`config.mk`:
```
export PLATFORM = sky130hd
export DESIGN_NAME = sync_fifo
export DESIGN_NICKNAME = d
export VERILOG_FILES = /design/src/rtl/sync_fifo_pkg.sv /design/src/rtl/sync_fifo.sv
export SDC_FILE = /design/constraint.sdc
export NUM_CORES = 1
export LEC_CHECK = 0
export ABC_CLOCK_PERIOD_IN_PS = 3800
export CAP_MARGIN = 30
export CORE_ASPECT_RATIO = 1.75
export CORE_MARGIN = 1.5
export CORE_UTILIZATION = 65
export DETAILED_ROUTE_END_ITERATION = 10
export PLACE_DENSITY = 0.79
export SLEW_MARGIN = 20
export SYNTH_ARGS = -nofsm -noshare
export SYNTH_HDL_FRONTEND = slang
export SYNTH_SLANG_ARGS = --single-unit
export TNS_END_PERCENT = 50
```
`constraint.sdc`:
```
create_clock -name clk -period 3.8 [get_ports clk]
set_input_delay 0.38 -clock clk [delete_from_list [all_inputs] [get_ports clk]]
set_output_delay 0.38 -clock clk [all_outputs]
set_load 0.005 [all_outputs]
```
`src/rtl/sync_fifo_pkg.sv`:
```
// Shared types for the single-clock byte FIFO.
// Encodes which of write/read were accepted in a cycle.
package sync_fifo_pkg;

    typedef enum logic [1:0] {
        OP_NONE = 2'b00,
        OP_WR   = 2'b01,
        OP_RD   = 2'b10,
        OP_BOTH = 2'b11
    } fifo_op_t;

    function automatic fifo_op_t decode_op(
        input logic wr_ok,
        input logic rd_ok
    );
        return fifo_op_t'({rd_ok, wr_ok});
    endfunction

endpackage

```
`src/rtl/sync_fifo.sv`:
```
// Single-clock FIFO: registered dout, count-based full/empty, sticky errors.
// Ports: clk, rst_n, wr_en/din/full, rd_en/dout/empty, count, overflow, underflow.
module sync_fifo
    import sync_fifo_pkg::*;
#(
    parameter int WIDTH = 8,
    parameter int DEPTH = 32
) (
    input  logic                       clk,
    input  logic                       rst_n,
    input  logic                       wr_en,
    input  logic [WIDTH-1:0]           din,
    output logic                       full,
    input  logic                       rd_en,
    output logic [WIDTH-1:0]           dout,
    output logic                       empty,
    output logic [$clog2(DEPTH):0]     count,
    output logic                       overflow,
    output logic                       underflow
);

    localparam int ADDR_W = $clog2(DEPTH);
    localparam int CNT_W  = ADDR_W + 1;
    localparam logic [CNT_W-1:0] FULL_CNT = CNT_W'(DEPTH);

    logic [WIDTH-1:0]  mem [DEPTH];
    logic [ADDR_W-1:0] wr_ptr;
    logic [ADDR_W-1:0] rd_ptr;
    logic              wr_ok;
    logic              rd_ok;
    fifo_op_t          op;

    // Status decodes only the registered count.
    assign full  = (count == FULL_CNT);
    assign empty = (count == '0);

    assign wr_ok = wr_en && !full;
    assign rd_ok = rd_en && !empty;
    assign op    = decode_op(wr_ok, rd_ok);

    // Storage has no reset so it can map to distributed RAM.
    always_ff @(posedge clk) begin
        if (wr_ok && rst_n) begin
            mem[wr_ptr] <= din;
        end
    end

    always_ff @(posedge clk or negedge rst_n) begin
        if (!rst_n) begin
            wr_ptr <= '0;
            rd_ptr <= '0;
            dout   <= '0;
        end else begin
            if (wr_ok) begin
                wr_ptr <= wr_ptr + 1'b1;
            end
            if (rd_ok) begin
                rd_ptr <= rd_ptr + 1'b1;
                dout   <= mem[rd_ptr];
            end
        end
    end

    always_ff @(posedge clk or negedge rst_n) begin
        if (!rst_n) begin
            count <= '0;
        end else begin
            unique case (op)
                OP_WR:   count <= count + 1'b1;
                OP_RD:   count <= count - 1'b1;
                default: count <= count;
            endcase
        end
    end

    always_ff @(posedge clk or negedge rst_n) begin
        if (!rst_n) begin
            overflow  <= 1'b0;
            underflow <= 1'b0;
        end else begin
            if (wr_en && full) begin
                overflow <= 1'b1;
            end
            if (rd_en && empty) begin
                underflow <= 1'b1;
            end
        end
    end

endmodule

```
==> metrics.md <==
| Metric | Value |
|---|---|
| Crit share post-route | `78.3%` |
| Clock Latency Late Sink | `0.51 ns` |
| Fillers | `1025` |
| Leak | `4.42 nW` |
| Crit-path cells | `or3_4 > nor4_4 > nor2b_1 > buf_4 > inv_2 > ha_1 > xor2_1 > ha_1 > nand2_1 > a21oi_1 > o21ai_0 > a21oi_1 > xor2_1` |
| Asr flop ratio synth | `9.22%` |
| Crit start category | `flop` |
| Core Footprint | `17500 um2` |
| Fin nets | `739` |
| Setup_tns | `0 ns` |
| Clk sinks | `282` |
| CTS H-tree depth | `1` |
| Worst setup margin | `0.825 ns` |
| Antenna violations before repair | `0` |
| Status | `finished clean` |
| Max_cap viols | `0` |
| DR pass1 iterations | `5` |
| Largest net degree at the start of global routing | `36` |
| Power share of the clock group | `27.5%` |
| Synthesized instance count | `693` |
| Grt ovf | `0` |
| Dpl cells | `926` |
| Crit. End Element | `flop` |
| Slew Limit Fails | `0` |
| DIE HEIGHT | `181 um` |
| Cell Pwr Density | `715 nW/um2` |
| Crit path max fanout | `11` |
| Peak VDD IR | `0.583 mV` |
| Clock tree buffer depth | `3` |
| Clock period minus worst slack | `2.97 ns` |
| Synthesized flop and latch total | `282` |
| Post-CTS Hold Fix Bufs | `0` |
| Worst rel slew slack | `40.5%` |
| Avg Cell Area, Syn | `16.9 um2` |
| Post-place setup slack | `0.916 ns` |
| Clk_skew | `0.0111 ns` |
| P_sw | `2.94 mW` |
| Vias post-DR | `6258` |
| Total Power | `9.23 mW` |
| Int Pwr | `6.29 mW` |
| Synth cell count leaders | `edfxtp_1 (256), mux2i_1 (128), nor2_1 (37), a22oi_1 (32), dfrtp_1 (26)` |
| Reg2reg end | `count[4]` |
| Post-Layout Cell Count | `967` |
| RR Startpoint | `count[2]` |
| R2R Setup Slk | `0.83 ns` |
| CTS tree | `done` |
| Top_reg_cell synth | `edfxtp_1` |
| Register share of total power | `43.1%` |
| Number of vias per cell | `6.47` |
| CP Data Required Time | `4.24 ns` |
| WS Path Type | `reg -> reg` |
| Family with the most delay on the worst path | `simple AND/OR/NAND/NOR gates` |
| # DRC | `0` |
| Starting Density | `66.8%` |
| Worst path bufs/invs | `2` |
| Root Driver | `clkbuf_16` |
| Slew @ Worst Pin | `0.889 ns` |
| Post-synth net total | `712` |
| Synth area leaders | `edfxtp_1 (66%), mux2i_1 (11%), dfrtp_1 (5.6%), a22oi_1 (2.1%), a221oi_2 (1.7%)` |
| Die X | `104 um` |
| Final Hold Fails | `0` |
| Global placement routability congestion | `0.819` |
| Slowest CP cell | `dfrtp_1` |
| Post_cts resized | `0` |
| Post-synth EDFFs | `256` |
| Number of buffers created by CTS | `23` |
| GR Util All Layers | `25.5%` |
| Sw frac | `31.9%` |
| Cell accounting for the most synthesized area | `edfxtp_1` |
| Share of layout cells above drive strength 1 | `12.8%` |
| Vias in the first global route | `6455` |
| DIE AREA | `18900 um2` |
| Critical Path AT | `3.41 ns` |
| Most frequent cell after synthesis | `edfxtp_1` |
| Hold/Removal Path Class | `in -> async` |
| Area growth, synth to finish | `10.3%` |
| Seq/Total Area, Yosys | `71.2%` |
| Comb power frac | `29.4%` |
| I/O Pins | `30` |
| Achievable Freq | `0.336 GHz` |
| WL final | `23500 um` |
| Port Buffer Count | `29` |
| Synth top area share | `65.7%` |
| Post-Synthesis Cell Area | `11700 um2` |
| Fin util | `73.6%` |
| Synth warnings | `0` |
| Clock-pin slew on the worst setup and hold paths | `0.07 ns` |
| Netlist cell types | `55` |
| First-pass GRT wire length | `35800 um` |
| WL/cell | `24.3 um` |
| Reg2Reg Depth | `13` |
| Inserted Diodes | `0` |
| Worst path max stage delay | `0.49 ns` |
| DP HPWL | `15100 um` |
| RSZ-0062 raised after global routing | `no` |
| Setup Fix Bufs, Post-CTS | `0` |
| Row count | `64` |
| Setup violators final | `0` |
| DRT iter0 DRCs | `426` |
| Post-route ant nets | `0` |
==> worst max-delay path by stage <==
stage / from / end / slack (ns) / cells past startpoint
after floorplan: count[2] / count[4] / 1.13 / 13
after global routing: count[2] / count[4] / 0.61 / 13
after CTS: count[2] / count[4] / 0.88 / 13
after global placement: wr_en / mem[18][1] / 1.02 / 5
final: count[2] / count[4] / 0.83 / 13
after detailed placement: count[2] / count[4] / 0.92 / 13
==> routing by layer <==
layer,wire (um),vias to the layer above,part of all wire (%),GRT usage [%]
met1,8700,3164,37,30.1
met4,1030,0,4.4,12.8
met2,12600,233,54,45.6
met5,0,-,0,0
met3,1140,66,4.8,3.25
li1,-,2795,-,-
==> final cells by class <==
| type | instances | area (um2) | area share [%] |
|---|---|---|---|
| Timing Repair Buffer | 43 | 414 | 3.21 |
| Clock inverter | 15 | 219 | 1.70 |
| Inverter | 8 | 32.5 | 0.252 |
| Clock buffer | 26 | 597 | 4.62 |
| Multi-Input combinational cell | 362 | 3020 | 23.4 |
| Sequential cell | 282 | 8340 | 64.6 |
| Tap cell | 231 | 289 | 2.24 |
==> metrics by stage <==
stage | hold slack, ns | area [um2]
after floorplan | 0.0844 | 11700
after global placement | 0.450 | 12100
after detailed placement | 0.446 | 12100
after CTS | 0.186 | 12900
after global routing | 0.203 | 12900
final | 0.187 | 12900
==> state kept, by name, indices dropped and copies added (netlist names) <==
signal and cells:
mem 256, dout 8, count 6, rd_ptr 5, wr_ptr 5, overflow 1
underflow 1
==> cell families after synthesis <==
| family | count (synthesis) | share of synthesized area (%) |
|---|---|---|
| flip-flops | 282 | 71.2 |
| multiplexers | 129 | 11.0 |
| AO/OA/AOI/OAI | 116 | 8.62 |
| AND/OR/NAND/NOR | 96 | 4.30 |
| buffers and inverters | 49 | 3.03 |
| XOR/XNOR | 14 | 1.05 |
| adder cells (fa/ha/maj) | 7 | 0.748 |
==> layout by cell type, fill, tap and decap left out, types with 4 or more instances in the layout <==
cell type	synthesis	routed
a21oi_1	23	23
a221oi_2	13	13
a22o_1	16	16
a22oi_1	32	32
buf_2	6	4
buf_4	8	9
bufinv_16	0	5
clkbuf_16	0	23
clkdlybuf4s50_1	0	25
clkinv_2	0	4
dfrtp_1	26	25
edfxtp_1	256	256
ha_1	7	7
inv_1	6	6
mux2i_1	128	128
nand2_1	21	21
nand3b_1	4	4
nand4_1	4	4
nor2_1	37	36
nor3_1	4	4
o22ai_1	8	8
o41ai_2	8	8
xnor2_1	10	10
xor2_1	4	4
==> power by group through the flow <==
stage	clock (mW)	combinational [mW]	sequential, mW
finish	2.53	2.72	3.98
global route	2.67	2.90	4.01
CTS	2.56	2.72	3.97
detailed placement	0	2.70	4.03
global placement	0	2.62	4.02
floorplan	0	2.20	3.81
No activity file was read; power rests on OpenSTA's default activity.
